## src/rtl/intc_pkg.sv

```systemverilog
// Shared definitions for the interrupt controller: FSM states and datapath widths.
// Latency: n/a (definitions only).
// Backpressure: n/a (definitions only).
package intc_pkg;

  localparam int VEC_W = 32;  // handler vector width
  localparam int ID_W  = 4;   // request id width (up to 16 maskable sources)

  typedef enum logic [1:0] {
    ST_IDLE    = 2'd0,
    ST_REQ     = 2'd1,
    ST_SERVICE = 2'd2,
    ST_NEST    = 2'd3
  } state_t;

endpackage

```

## src/rtl/irq_sync_edge.sv

```systemverilog
// Per-bit 2-flop synchroniser followed by a registered rising-edge detector.
// Latency: input high sampled at edge k gives a one-cycle rise pulse after edge k+1.
// Backpressure: none; every pin edge produces exactly one pulse.
//
// Ports:
//   clk   in  1  clock, rising edge
//   rst_n in  1  asynchronous active-low reset
//   din   in  W  asynchronous input pins
//   rise  out W  one-cycle pulse per synchronised rising edge
module irq_sync_edge #(
  parameter int W = 1
) (
  input  logic         clk,
  input  logic         rst_n,
  input  logic [W-1:0] din,
  output logic [W-1:0] rise
);

  logic [W-1:0] sync1;
  logic [W-1:0] sync2;
  logic [W-1:0] sync_prev;

  always_ff @(posedge clk or negedge rst_n) begin
    if (!rst_n) begin
      sync1     <= '0;
      sync2     <= '0;
      sync_prev <= '0;
    end else begin
      sync1     <= din;
      sync2     <= sync1;
      sync_prev <= sync2;
    end
  end

  assign rise = sync2 & ~sync_prev;

endmodule

```

## src/rtl/interrupt_controller.sv

```systemverilog
// Prioritising interrupt controller: N_IRQ maskable edge IRQs plus one NMI, one request at a time.
// Latency: pin edge -> pending after 2 clocks; pending -> int_req one clock after a boundary pulse.
// Backpressure: int_req is held with a frozen vector/id until int_ack; no timeout.
//
// Optional feature macro: INTC_NMI_NEST_EN (NMI may preempt a maskable handler, depth 1).
//
// Ports:
//   clk, rst_n               clock and asynchronous active-low reset
//   irq[N_IRQ], nmi          asynchronous rising-edge requests
//   intd                     global maskable disable (NMI unaffected)
//   mask_we, mask_wdata      mask register write (1 = source enabled)
//   boundary                 CPU is at an instruction boundary and may take a request
//   int_ack, eret            CPU accepted the request / handler finished
//   int_req, vector, irq_id, is_nmi   current request to the CPU
//   in_service               a handler is active
//   pending                  raw pending bits
module interrupt_controller
  import intc_pkg::*;
#(
  parameter int               N_IRQ      = 8,
  parameter logic [VEC_W-1:0] VEC_BASE   = 32'h0000_0100,
  parameter logic [VEC_W-1:0] VEC_STRIDE = 32'h0000_0010,
  parameter logic [VEC_W-1:0] NMI_VEC    = 32'h0000_0080,
  parameter logic [N_IRQ-1:0] MASK_RST   = '0
) (
  input  logic             clk,
  input  logic             rst_n,
  input  logic [N_IRQ-1:0] irq,
  input  logic             nmi,
  input  logic             intd,
  input  logic             mask_we,
  input  logic [N_IRQ-1:0] mask_wdata,
  input  logic             boundary,
  input  logic             int_ack,
  input  logic             eret,
  output logic             int_req,
  output logic [VEC_W-1:0] vector,
  output logic [ID_W-1:0]  irq_id,
  output logic             is_nmi,
  output logic             in_service,
  output logic [N_IRQ-1:0] pending
);

  state_t           state;
  logic [N_IRQ-1:0] mask;
  logic             nmi_pend;
  logic [N_IRQ-1:0] irq_rise;
  logic             nmi_rise;
  logic [N_IRQ-1:0] eligible;
  logic [N_IRQ-1:0] clr;
  logic             any_elig;
  logic [ID_W-1:0]  win_id;
  logic [VEC_W-1:0] win_vec;
  logic             req_ack;

`ifdef INTC_NMI_NEST_EN
  logic             nested;    // current REQ is an NMI preempting a maskable handler
  logic [ID_W-1:0]  saved_id;  // id of the preempted maskable handler
`endif

  irq_sync_edge #(.W(N_IRQ)) u_irq_sync (
    .clk   (clk),
    .rst_n (rst_n),
    .din   (irq),
    .rise  (irq_rise)
  );

  irq_sync_edge #(.W(1)) u_nmi_sync (
    .clk   (clk),
    .rst_n (rst_n),
    .din   (nmi),
    .rise  (nmi_rise)
  );

  assign eligible = intd ? '0 : (pending & mask);
  assign any_elig = |eligible;
  assign req_ack  = (state == ST_REQ) && int_ack;

  // Lowest index wins: scanning downward leaves the smallest set index last.
  always_comb begin
    win_id = '0;
    for (int i = N_IRQ - 1; i >= 0; i--) begin
      if (eligible[i]) win_id = ID_W'(i);
    end
  end

  // Truncation to 32 bits gives the required mod 2^32 wrap.
  assign win_vec = VEC_BASE + VEC_STRIDE * VEC_W'(win_id);

  // Acked maskable id clears its pending bit; a fresh edge in the same cycle is kept.
  always_comb begin
    clr = '0;
    for (int i = 0; i < N_IRQ; i++) begin
      clr[i] = req_ack && !is_nmi && (irq_id == ID_W'(i));
    end
  end

  always_ff @(posedge clk or negedge rst_n) begin
    if (!rst_n) begin
      pending  <= '0;
      nmi_pend <= 1'b0;
      mask     <= MASK_RST;
    end else begin
      pending  <= (pending & ~clr) | irq_rise;
      nmi_pend <= (nmi_pend & ~(req_ack & is_nmi)) | nmi_rise;
      if (mask_we) mask <= mask_wdata;
    end
  end

  always_ff @(posedge clk or negedge rst_n) begin
    if (!rst_n) begin
      state      <= ST_IDLE;
      int_req    <= 1'b0;
      vector     <= '0;
      irq_id     <= '0;
      is_nmi     <= 1'b0;
      in_service <= 1'b0;
`ifdef INTC_NMI_NEST_EN
      nested     <= 1'b0;
      saved_id   <= '0;
`endif
    end else begin
      case (state)
        ST_IDLE: begin
          if (boundary) begin
            if (nmi_pend) begin
              state   <= ST_REQ;
              int_req <= 1'b1;
              vector  <= NMI_VEC;
              irq_id  <= '0;
              is_nmi  <= 1'b1;
            end else if (any_elig) begin
              state   <= ST_REQ;
              int_req <= 1'b1;
              vector  <= win_vec;
              irq_id  <= win_id;
              is_nmi  <= 1'b0;
            end
          end
        end

        // Request fields are frozen here; only int_ack moves on (eret is ignored).
        ST_REQ: begin
          if (int_ack) begin
            int_req    <= 1'b0;
            in_service <= 1'b1;
`ifdef INTC_NMI_NEST_EN
            state      <= nested ? ST_NEST : ST_SERVICE;
            nested     <= 1'b0;
`else
            state      <= ST_SERVICE;
`endif
          end
        end

        ST_SERVICE: begin
          if (eret) begin
            state      <= ST_IDLE;
            in_service <= 1'b0;
            is_nmi     <= 1'b0;
            irq_id     <= '0;
          end
`ifdef INTC_NMI_NEST_EN
          else if (boundary && nmi_pend && !is_nmi) begin
            // in_service stays high: the maskable handler is still live underneath.
            state    <= ST_REQ;
            int_req  <= 1'b1;
            vector   <= NMI_VEC;
            saved_id <= irq_id;
            irq_id   <= '0;
            is_nmi   <= 1'b1;
            nested   <= 1'b1;
          end
`endif
        end

        ST_NEST: begin
`ifdef INTC_NMI_NEST_EN
          if (eret) begin
            state  <= ST_SERVICE;
            irq_id <= saved_id;
            is_nmi <= 1'b0;
          end
`else
          // Unreachable without nesting; recover to a safe state.
          state <= ST_IDLE;
`endif
        end

        default: state <= ST_IDLE;
      endcase
    end
  end

endmodule

```

## config.mk

```make
export PLATFORM = sky130hd
export DESIGN_NAME = interrupt_controller
export DESIGN_NICKNAME = d
export VERILOG_FILES = /design/src/rtl/intc_pkg.sv /design/src/rtl/irq_sync_edge.sv /design/src/rtl/interrupt_controller.sv
export SDC_FILE = /design/constraint.sdc
export NUM_CORES = 1
export LEC_CHECK = 0
export CAP_MARGIN = 20
export CORE_UTILIZATION = 46
export CTS_CLUSTER_DIAMETER = 200
export DETAILED_ROUTE_END_ITERATION = 16
export GPL_TIMING_DRIVEN = 0
export PLACE_DENSITY = 0.76
export SLEW_MARGIN = 20
export SYNTH_ARGS = -nofsm -noshare
export SYNTH_HDL_FRONTEND = slang
export SYNTH_HIERARCHICAL = 1
export SYNTH_SLANG_ARGS = --single-unit
```

## constraint.sdc

```tcl
create_clock -name clk -period 1.85 [get_ports clk]
set_clock_uncertainty 0.1 [all_clocks]
set_input_delay 0.37 -clock clk [delete_from_list [all_inputs] [get_ports clk]]
set_output_delay 0.37 -clock clk [all_outputs]
set_load 0.05 [all_outputs]
```

==> Word-level counts from Yosys, hierarchy flattened <==
Cells that the tools add are included.
{ "word_totals": {"reg_bits": 85, "out_inout_bits": 47, "word_cells": 99} }
{ "op_classes": {"add_sub_neg": 1, "n_eq_ne": 14, "muxes": 34, "bitwise": 12, "reduce_logical": 23} }
{ "ops": {"columns": ["cell", "count"], "rows": [
  ["32-bit two-way mux", 2],
  ["4-bit two-way mux", 9],
  ["8-bit bitwise AND", 3],
  ["4-bit by 3-bit equality test with 1-bit output, second input constant", 4],
  ["8-bit NOT", 2],
  ["4-bit AND reduction", 3],
  ["9-bit by 8-bit adder with 10-bit output, first input constant", 1],
  ["1-bit logical AND", 10],
  ["2-bit two-way mux", 5],
  ["1-bit two-way mux", 9],
  ["3-bit two-way mux", 3],
  ["4-bit by 2-bit equality test with 1-bit output, second input constant", 2],
  ["8-bit two-way mux", 1],
  ["8-bit bitwise OR", 1],
  ["2-bit case mux with 4 select lines", 1],
  ["4-bit case mux with 2 select lines", 1],
  ["2-bit nonzero test", 4],
  ["8-bit OR reduction", 1],
  ["2-bit != test, second input constant", 3],
  ["1-bit case mux with 2 select lines", 3],
  ["3-bit AND reduction", 2],
  ["2-bit equality test, second input constant", 2],
  ["4-bit by 1-bit equality test with 1-bit output, second input constant", 1],
  ["4-bit logical NOT", 1],
  ["7 further kinds", 10]
]} }

==> Logic depth before layout (Yosys ltp) <==
Gate-level depths: netlist (run 1).
{ "logic_depth": {"ltp_word": 14, "depth_mapped": 4, "mapped_depth_nobuf": 4} }

==> Modules after synthesis <==
The synthesis (run 1) kept the hierarchy.
{ "by_module_without_submodules": {"columns": ["mod", "instances", "cells_per_inst", "area_per_inst_um2", "seq_area_each_um2"], "rows": [
  ["interrupt_controller", 1, 145, 1559.0, 750.7],
  ["irq_sync_edge (u_irq_sync)", 1, 32, 710.7, 600.6],
  ["irq_sync_edge (u_nmi_sync)", 1, 4, 88.8, 75.1]
]} }

==> Least setup slack after synthesis (run 1) <==
Ideal clock, no wire load.
{ "synth_timing": {"path_type": "flip-flop to flip-flop", "startpoint": "register pending[6]", "endpoint": "register vector[8]", "setup_ns": 0.125, "arrival_time_ns": 1.741, "required_time_ns": 1.625, "slack_ns": -0.116, "stages_incl_launch_ff": 5, "n_path_buf": 0, "synth_period_minus_slack_ns": 1.966, "cell_sequence": "dfrtp_1 > nand2_1 > a41oi_1 > o31ai_2 > mux2_2"} }
{ "synth_via": {"elab_chain_len": 12} }
{ "synth_rtl": {"columns": ["element", "line_no", "rtl"], "rows": [
  ["start: declaration", "interrupt_controller.sv:41", "output logic [N_IRQ-1:0] pending"],
  ["start signal: assignment", "interrupt_controller.sv:104", "pending <= (pending & ~clr) | irq_rise;"],
  ["8-bit bitwise AND (*)", "interrupt_controller.sv:75", "assign eligible = intd ? '0 : (pending & mask);"],
  ["8-bit two-way mux (*)", "interrupt_controller.sv:75", null],
  ["3-bit two-way mux (2 in a row)", "interrupt_controller.sv:83", "if (eligible[i]) win_id = ID_W'(i);"],
  ["4-bit two-way mux (5 in a row)", "interrupt_controller.sv:83", null],
  ["9-bit by 8-bit adder with 10-bit output", "interrupt_controller.sv:88", "assign win_vec = VEC_BASE + VEC_STRIDE * VEC_W'(win_id);"],
  ["32-bit two-way mux", "interrupt_controller.sv:132", "end else if (any_elig) begin"],
  ["32-bit two-way mux", "interrupt_controller.sv:126", "if (nmi_pend) begin"],
  ["end signal: assignment", "interrupt_controller.sv:135", "vector <= win_vec;"],
  ["end: declaration", "interrupt_controller.sv:37", "output logic [VEC_W-1:0] vector,"]
]} }
Mark *: on every way between the ends. The rest lies on a longest branch, timed or not. The select of a mux whose other input is x is not followed.
A chain may end at the register's enable or synchronous reset.

==> Worst setup path after layout (run 1) <==
{ "layout_timing": {"startpoint": "register state[1]", "endpoint": "register pending[1]"} }
{ "layout_via": {"elab_chain_len": 7} }
{ "layout_rtl": {"columns": ["element", "line_no", "rtl"], "rows": [
  ["start: declaration", "interrupt_controller.sv:44", "state_t state;"],
  ["start signal: assignment", "interrupt_controller.sv:112", "state <= ST_IDLE;"],
  ["start signal: assignment", "interrupt_controller.sv:127", "state <= ST_REQ;"],
  ["start signal: assignment", "interrupt_controller.sv:133", "state <= ST_REQ;"],
  ["2-bit by 1-bit equality test with 1-bit output", "interrupt_controller.sv:77", "assign req_ack = (state == ST_REQ) && int_ack;"],
  ["1-bit logical AND", "interrupt_controller.sv:77", null],
  ["1-bit logical AND (2 in a row)", "interrupt_controller.sv:94", "clr[i] = req_ack && !is_nmi && (irq_id == ID_W'(i));"],
  ["8-bit NOT", "interrupt_controller.sv:104", null],
  ["8-bit bitwise AND", "interrupt_controller.sv:104", null],
  ["8-bit bitwise OR", "interrupt_controller.sv:104", null]
]} }
Every way passes these cells.

==> results of run 1 <==
-- synthesized netlist by cell type (all sizes together) --
master and instances:
a22o 2, clkbuf 2, dfrtp 57, nand2b 3
or3b 2, or2 1, nor3b 2, a22oi 2
inv 5, a2bb2oi 1, nor2 2, a21oi 5
a32oi 1, nand3 2, mux2i 2, a41oi 1
a211oi 2, o31a 1, a21o 6, o31ai 2
o211a 1, or2b 1, a32o 2, o21ai 9
nand3b 4, mux2 9, nand2 14, nor2b 9
buf 29, or3 1, conb 1
-- layout by cell type, fill, tap and decap left out, types with 2 or more instances in the layout --
cell type | netlist | layout
a211oi_1 | 2 | 2
a21o_1 | 6 | 6
a21oi_1 | 5 | 5
a22o_1 | 2 | 2
a22oi_1 | 2 | 2
a32o_1 | 2 | 2
buf_4 | 28 | 32
clkbuf_1 | 2 | 2
clkbuf_8 | 0 | 9
clkdlybuf4s50_1 | 0 | 20
clkinv_2 | 0 | 3
clkinv_4 | 0 | 2
clkinvlp_4 | 0 | 2
conb_1 | 1 | 28
dfrtp_1 | 57 | 48
dfrtp_2 | 0 | 9
dlygate4sd2_1 | 0 | 19
inv_1 | 5 | 5
mux2_2 | 9 | 9
mux2i_1 | 2 | 2
nand2_1 | 14 | 14
nand2b_1 | 3 | 3
nand3_1 | 2 | 2
nand3b_1 | 3 | 3
nor2_1 | 2 | 2
nor2b_4 | 9 | 9
o21ai_0 | 9 | 9
or3b_1 | 2 | 2
-- per-stage QoR --
stage	setup TNS (ns)	hold slack [ns]	std cells
after floorplan	0	-0.0256	208
after global placement	-80.17	0.231	316
after detailed placement	-2.87	0.235	316
after CTS	0	0.244	335
after global routing	-0.00338	0.249	336
final	0	0.245	336
-- critical path, cell delays in order (launching register included) --
cell and delay [ns]:
dfrtp_2 0.45, nand3b_4 0.19, or3_4 0.37, or3b_1 0.39, a21o_1 0.18
-- where the power goes --
group	total, uW	internal [uW]	switching [uW]
registers	1620	1440	175
logic	1270	441	826
clock network	971	480	491
-- layer usage --
| layer | share of wire, % | GRT usage, % | up-vias |
|---|---|---|---|
| met5 | 0 | 0 | - |
| met4 | 1.7 | 7.69 | 0 |
| met3 | 8.0 | 9.60 | 7 |
| met2 | 48 | 25.5 | 56 |
| met1 | 43 | 20.0 | 706 |
| li1 | - | - | 733 |
-- area by class of cell --
cell class | instances | area [sq um]
buffer | 31 | 223
clock buffer | 9 | 124
clock inverter | 7 | 47.5
fill | 410 | 1660
inverter | 5 | 18.8
multi-input combinational | 115 | 807
sequential | 57 | 1440
tap | 67 | 83.8
timing repair buffer | 45 | 419
-- kinds of logic after synthesis --
logic type | count (synthesis)
other | 1
AOI/OAI and AO/OA | 35
buffers and inverters | 36
DFF | 57
muxes | 11
and+or+nand+nor | 41
-- sequential cells by signal, summed over array words and instances (netlist names) --
name                  cells
vector                    5
u_nmi_sync/sync1          1
u_nmi_sync/sync_prev      1
mask                      8
u_irq_sync/sync_prev      8
u_nmi_sync/sync2          1
u_irq_sync/sync1          8
u_irq_sync/sync2          8
state                     2
in_service                1
irq_id                    3
is_nmi                    1
nmi_pend                  1
pending                   8
int_req                   1
-- path summary, 6_finish.rpt --
kind                                       endpoint                start  slack [ns]
worst max-delay path                     pending[1]             state[1]        0.06
max in group asynchronous                pending[5]                rst_n        0.63
worst max register to register           pending[1]             state[1]        0.06
min in group asynchronous                 irq_id[0]                rst_n        0.53
worst min-delay path            u_irq_sync/sync2[4]  u_irq_sync/sync1[4]        0.24
worst min register to register  u_irq_sync/sync2[4]  u_irq_sync/sync1[4]        0.24
-- timing repair --
item / CTS / global route
resized for setup: 20 / 4
cloned: 0 / 0
hold endpoints to repair: 57 / 0
buffers inserted: 2 / 1
hold buffers: 1 / 0
endpoints found under the setup margin: 20 / 4
pin swaps: 1 / 1
==> summary.md, run 1 <==
| Metric | Value |
|---|---|
| IO buf count | `41` |
| Post-place setup slack | `-0.381 ns` |
| Worst-Margin Slew | `0.681 ns` |
| Ys Warns | `6` |
| Post-Synth Adder-Cell Area | `0%` |
| PnR worst setup slack | `0.0556 ns` |
| Clock transition at the registers of the reported paths | `0.07 ns` |
| Fin area | `3160 sq um` |
| Final core utilization | `65.6%` |
| Gpl congestion | `0.754` |
| Mean Syn Cell Area | `13.0 sq um` |
| Maximum number of pins on one net before global-route repair | `58` |
| Final worst-path cycle share | `97.0%` |
| Initial core utilization | `49.0%` |
| #FFs+latches synth | `57` |
| Synth Area in Compound Gates | `10.5%` |
| Core ar. | `4820 sq um` |
| WS Path Type | `flop to flop` |
| GR Overflow Total | `0` |
| DP HPWL | `2820 microns` |
| CP endpoint kind | `flop` |
| Iter 0 DRT Violations | `45` |
| Max Cap Viol | `0` |
| Total number of vias | `1502` |
| Pwr dens | `1220 nW/um^2` |
| Largest family of logic cells by synthesized area | `simple AND/OR/NAND/NOR gates` |
| Crit-path max FO | `6` |
| Vias per std cell | `4.47` |
| Antenna violations before repair | `0` |
| Die W | `73.6 microns` |
| Leak | `0.00149 uW` |
| Max VDD drop | `0.648 mV` |
| Multiplexer share of the synthesized area | `5.15%` |
| Drt pass-1 iters | `4` |
| Final Setup Violations | `0` |
| F_max | `557 MHz` |
| Post-synthesis xor/xnor area fraction | `0%` |
| Minimum period implied by the final worst setup slack | `1.79 ns` |
| Slew HR | `54.6%` |
| Placed instance area | `2960 sq um` |
| CTS max path bufs | `2` |
| Worst Path Required | `1.98 ns` |
| CTS Root Cell | `clkbuf_8` |
| FP Rows | `25` |
| I/O pin cnt | `71` |
| Post-Syn Area | `2360 sq um` |
| Final hold violations | `0` |
| Post-synthesis cell count | `181` |
| Total Routing Usage GR | `17.1%` |
| Tot Pwr | `3860 uW` |
| CTS H-Tree Depth | `3` |
| Status | `finished, final reports clean` |
| Worst hold path type | `flop to flop` |
| Share of the synthesized area in the top cell type | `60.5%` |
| Slew Viols, Final | `0` |
| Worst reg-to-reg path cell count | `4` |
| CTS tree | `built` |
| Total Nets Final | `288` |
| Num CTS Buffers | `9` |
| DRC viols | `0` |
| Worst Setup Start Kind | `flop` |
| Netlist cell types | `35` |
| Clock Latency Late Sink | `0.34 ns` |
| Synth area leaders | `dfrtp_1 (60%), buf_4 (8.9%), nor2b_4 (5.3%), mux2_2 (4.3%), nand2_1 (2.2%)` |
| Post-route ant nets | `0` |
| Hold path cells | `0` |
| # diodes | `0` |
| Clock Sinks | `57` |
| Synth Area in Simple Gates | `13.5%` |
| Leading area contributor after synthesis | `dfrtp_1` |
| Vias in the first global route | `1368` |
| Fraction of layout cells with a size suffix above 1 | `30.1%` |
| Layout area overhead | `34.0%` |
| WL final | `3980 microns` |
| Sequential share of the synthesized area | `60.5%` |
| Worst EP arrival | `1.92 ns` |
| Routed len/inst | `11.8 microns` |
| Die area | `5420 sq um` |
| First-pass GRT wire length | `6490 microns` |
| Die H | `73.6 microns` |
(Power assumes the default switching activity.)
==> run 2: changes to the inputs <==
Settings changed: SLEW_MARGIN 20 to default.
==> summary.md, run 2 (same netlist as run 1, synthesis figures left out) <==
| Metric | Value |
|---|---|
| Iter 0 DRT Violations | `89 (+98%)` |
| Antenna violations before repair | `0 (unchanged)` |
| Commonest non-fill, non-tap cell in the layout | `dfrtp_1` |
| Total Routing Usage GR | `17.0% (-0.074 points)` |
| Worst Path Required | `1.97 ns (about the same)` |
| Hold path cells | `0 (unchanged)` |
| GRT met2 Usage | `26.7% (+1.2 points)` |
| Num CTS Buffers | `9 (unchanged)` |
| Worst reg-to-reg path cell count | `4 (unchanged)` |
| Setup slack, reg-to-reg | `0.05 ns (about the same)` |
| Routed len/inst | `12.0 microns (+1.7%)` |
| IO buf count | `41 (unchanged)` |
| CTS tree | `built` |
| RR Startpoint | `state[1]` |
| Minimum period implied by the final worst setup slack | `1.80 ns (+0.00131 ns)` |
| Cell internal pwr | `2510 uW (+5.9%)` |
| Crit-path max FO | `6 (unchanged)` |
| Slowest stage delay, CP | `0.45 ns (about the same)` |
| Tot Pwr | `3980 uW (+3.3%)` |
| Slowest-stage cell, CP | `dfrtp_2` |
| DP HPWL | `2940 microns (+4.3%)` |
| Most frequent cells in the layout | `dfrtp_1 (48), buf_4 (31), conb_1 (28), clkdlybuf4s50_1 (20), dlygate4sd2_1 (20)` |
| Maximum number of pins on one net before global-route repair | `38 (-34%)` |
| Worst EP arrival | `1.91 ns (about the same)` |
| GRT busiest layer | `met2` |
| Final Setup Violations | `0 (unchanged)` |
| Leak | `0.00150 uW (+0.60%)` |
| FP Rows | `25 (unchanged)` |
| First-pass GRT wire length | `6610 microns (+1.8%)` |
| Combinational power share | `32.0% (-0.8 points)` |
| Met3 usage | `7.54% (-2.1 points)` |
| Die W | `73.6 microns (unchanged)` |
| Worst path cell trace | `nand3b_4 -> or3_4 -> or3b_1 -> a21o_1` |
| Max Cap Viol | `0 (unchanged)` |
| Fraction of layout cells with a size suffix above 1 | `29.6% (-0.48 points)` |
| Worst hold margin | `0.245 ns (+0.000970 ns)` |
| Post-route ant nets | `0 (unchanged)` |
| Sequential share of power | `40.7% (-1.3 points)` |
| DRC viols | `0 (unchanged)` |
| Max VDD drop | `0.679 mV (+4.8%)` |
| CP endpoint kind | `flop` |
| Initial core utilization | `49.0% (unchanged)` |
| Unrepaired setup endpoints after global routing | `no` |
| Vias in the first global route | `1430 (+4.5%)` |
| WL final | `4060 microns (+2.0%)` |
| NetSw | `1480 uW (-1.0%)` |
| GR Overflow Total | `0 (unchanged)` |
| F_max | `557 MHz (about the same)` |
| Final core utilization | `66.2% (+0.62 points)` |
| Slew Viols, Final | `0 (unchanged)` |
| Layout area overhead | `35.3%` |
| CTS max path bufs | `2 (unchanged)` |
| # diodes | `0 (unchanged)` |
| Drt pass-1 iters | `4 (unchanged)` |
| Total number of vias | `1529 (+1.8%)` |
| Core ar. | `4820 sq um (unchanged)` |
| I/O pin cnt | `71 (unchanged)` |
| Sum Neg Setup Slack | `0 ns (unchanged)` |
| CTS H-Tree Depth | `3 (unchanged)` |
| Clock Latency Late Sink | `0.33 ns (about the same)` |
| PnR worst setup slack | `0.0543 ns (-0.00131 ns)` |
| Final hold violations | `0 (unchanged)` |
| Die H | `73.6 microns (unchanged)` |
| Die area | `5420 sq um (unchanged)` |
| Hold EP | `u_irq_sync/sync2[4]` |
| Worst hold start | `u_irq_sync/sync1[4]` |
| Final worst-path cycle share | `97.1% (about the same)` |
| WS Path Type | `flop to flop` |
| Worst hold path type | `flop to flop` |
| Switch share | `37.1% (-1.6 points)` |
| Clock Sinks | `57 (unchanged)` |
| R2R Path End | `pending[1]` |
| Pwr dens | `1250 nW/um^2 (+2.3%)` |
| Total Nets Final | `289 (+0.35%)` |
| Post-place setup slack | `-0.390 ns (-0.00862 ns)` |
| CTS Root Cell | `clkbuf_8` |
| Gpl congestion | `0.754 (unchanged)` |
| Clock transition at the registers of the reported paths | `0.06 ns (about the same)` |
| Clock power frac | `27.3% (+2.1 points)` |
| Vias per std cell | `4.54 (+1.5%)` |
| Slew HR | `66.0% (+11 points)` |
| Status | `finished, final reports clean` |
| Worst Setup Start Kind | `flop` |
| Met1 Use GR | `20.3% (+0.31 points)` |
| Worst-Margin Slew | `0.503 ns (-0.178 ns)` |
==> run 2: critical path, delay by kind of cell (launching register included) <==
kind / cells / cell delay [ns]
flip-flops: 1 / 0.45
AO/OA/AOI/OAI: 1 / 0.19
AND/OR/NAND/NOR: 3 / 0.94
==> run 2: worst max path at each step <==
stage                    start    endpoint  slack (ns)  cells after the start
floorplan           pending[6]   vector[8]        0.01                      4
global placement         rst_n  pending[6]       -1.54                      1
detailed placement        intd   vector[8]       -0.39                      4
CTS                   state[0]   vector[7]        0.02                      4
global route           mask[4]      is_nmi       0.002                      5
finish                state[1]  pending[1]        0.05                      4
==> run 2: stage by stage <==
| stage | cells | instance area [sq um] |
|---|---|---|
| floorplan | 208 | 2470 |
| global placement | 316 | 2960 |
| detailed placement | 317 | 2980 |
| CTS | 335 | 3170 |
| global route | 337 | 3190 |
| finish | 337 | 3190 |
==> run 2: cell type report <==
cell class / instances / area, sq um
fill: 388 / 1630
sequential: 57 / 1440
multi-input combinational: 115 / 807
timing repair buffer: 46 / 433
buffer: 31 / 223
clock buffer: 11 / 131
tap: 67 / 83.8
clock inverter: 5 / 56.3
inverter: 5 / 18.8
==> run 2: power groups by stage <==
stage | Combinational [uW] | Clock [uW] | Sequential (uW)
CTS | 1250 | 1120 | 1610
global route | 1360 | 1170 | 1650
finish | 1280 | 1090 | 1620
global placement | 1280 | 0 | 1630
floorplan | 533 | 0 | 1990
detailed placement | 1300 | 0 | 1640
==> run 2: what timing repair did <==
action / 4_1_cts / 5_1_grt
gates resized for setup: 21 / 3
setup buffers: 1 / 2
pin swaps: 1 / 1
setup endpoints to repair: 21 / 6
hold endpoints to repair: 20 / 0
hold buffers: 1 / 0
==> run 2: routing by layer <==
layer | routed length (microns) | vias to the layer above | part of all wire, %
li1 | - | 737 | -
met1 | 1730 | 730 | 43
met2 | 1980 | 58 | 49
met3 | 320 | 4 | 7.9
met4 | 26 | 0 | 0.64
met5 | 0 | - | 0
==> variant (settings of run 2) <==
Add a define of `INTC_NMI_NEST_EN`.
--- a/src/rtl/interrupt_controller.sv
+++ b/src/rtl/interrupt_controller.sv
@@ -14,6 +14,8 @@
 //   int_req, vector, irq_id, is_nmi   current request to the CPU
 //   in_service               a handler is active
 //   pending                  raw pending bits
+`define INTC_NMI_NEST_EN
+
 module interrupt_controller
   import intc_pkg::*;
 #(
Formal check against the unedited RTL: not equivalent (Yosys sat finds a counterexample within 10 cycles, from zero or initial values and one cycle with rst_n low).
==> variant against run 2 <==
The flow now finishes with violations (negative setup slack). Total power up 17%. Final area up 17%. Routed wire length up 28%. Highest routed layer unchanged. Area after synthesis up 16%. Sequential cell count up 6. Setup slack worse by 71 ps. Critical path depth up 1.
==> variant: results (changes against run 2) <==
[critical_path]
arrival_ps=1990  ; was 1910 ps
r2r_cells=5  ; was 4
max_stage_delay_ps=430  ; was 450 ps
critPathCapture=vector[4]$_DFFE_PN0P_  ; was pending[1]$_DFF_PN0_

[logic_synthesis]
synth_top_cells_by_area=dfrtp_1 (58%), buf_4 (7.4%), mux2_2 (6.2%), nor2b_4 (4.5%), nand2_1 (2.6%)  ; was dfrtp_1 (60%), buf_4 (8.9%), nor2b_4 (5.3%), mux2_2 (4.3%), nand2_1 (2.2%)
synth_cells=218  ; was 181
synthDistinctLibCells=41  ; was 35
muxShareOfSynthArea_pct=8.554  ; was 5.146%
synth_compound_area_share_pct=9.378  ; was 10.50%

[grt]
grtUsageMet1_pct=22.58  ; was 20.31%
grt_use_total_pct=18.60  ; was 16.98%
grt_pass1_wl_microns=8487  ; was 6610 microns
grt_use_met3_pct=7.701  ; was 7.545%
grt_max_degree=36  ; was 38

[finish]
inv_count=6  ; was 5
layoutNonFillerInstCount=382  ; was 337
clkbuf_count=9  ; was 11
drive_above_1_share_pct=34.19  ; was 29.63%
regArea_sq_um=1593  ; was 1438 sq um
n_sequential_cell=63  ; was 57
fillers=457  ; was 388
nMultiInputCombCells=142  ; was 115
multi_input_area_share_pct=29.06  ; was 25.29%
clock_area_share_pct=6.517  ; was 5.882%

[placement]
place_ws_ps=-615.0  ; was -389.6 ps
routabilityCongestion=0.8017  ; was 0.7541
portBuffers=42  ; was 41
hpwlAfterDp_microns=3619  ; was 2945 microns

[timing]
setup_violations=3  ; was 0
slew_headroom_pct=55.88  ; was 66.00%
setup_slack_ps=-16.88  ; was 54.26 ps
setup_tns_ps=-45.64  ; was 0 ps
hold_ws_ps=248.0  ; was 245.5 ps

[power_and_ir_drop]
internal_power_mw=3.031  ; was 2.506 mW
power_leakage_nw=1.730  ; was 1.496 nW

[worst_hold_path]
holdPathEnd=u_irq_sync/sync2[1]$_DFF_PN0_  ; was u_irq_sync/sync2[4]$_DFF_PN0_

[drt]
drt_iter0_drc=59  ; was 89
vias_per_cell=4.812  ; was 4.537

[die]
die-width_microns=79.11  ; was 73.61 microns

[cts]
post_cts_buffers=5  ; was 1
cts_resized=27  ; was 21

[outcome]
status=finished with violations  ; was finished clean
violations=negative setup slack

==> variant: cell types whose count changed after synthesis, moves of 3 or more <==
cell      delta
a31oi_1      +3
and3_1       +3
clkbuf_1     +4
dfrtp_1      +6
mux2_2       +6
mux2_4       +3
nand2_1      +5
nor2_1       +3
==> variant: cell families (layout without fill, tap and decap cells) <==
family          after synthesis  in the layout
flops                        63             63
simple gates                 61             61
mux                          20             20
buf+inv                      39            105
compound gates               34             34
other cells                   1             27
==> variant: routing by layer <==
layer	share of wire [%]	vias up
li1	-	878
met1	41	891
met2	51	65
met3	6.3	4
met4	0.84	0
met5	0	-
==> variant: power groups by stage <==
| stage | logic (mW) | registers (mW) | clock network (mW) |
|---|---|---|---|
| 2_1_floorplan | 0.767 | 1.97 | 0 |
| 5_1_grt | 1.61 | 1.75 | 1.53 |
| 3_5_place_dp | 1.39 | 1.75 | 0 |
| 4_1_cts | 1.43 | 1.72 | 1.47 |
| 3_3_place_gp | 1.36 | 1.74 | 0 |
| 6_report | 1.50 | 1.73 | 1.43 |
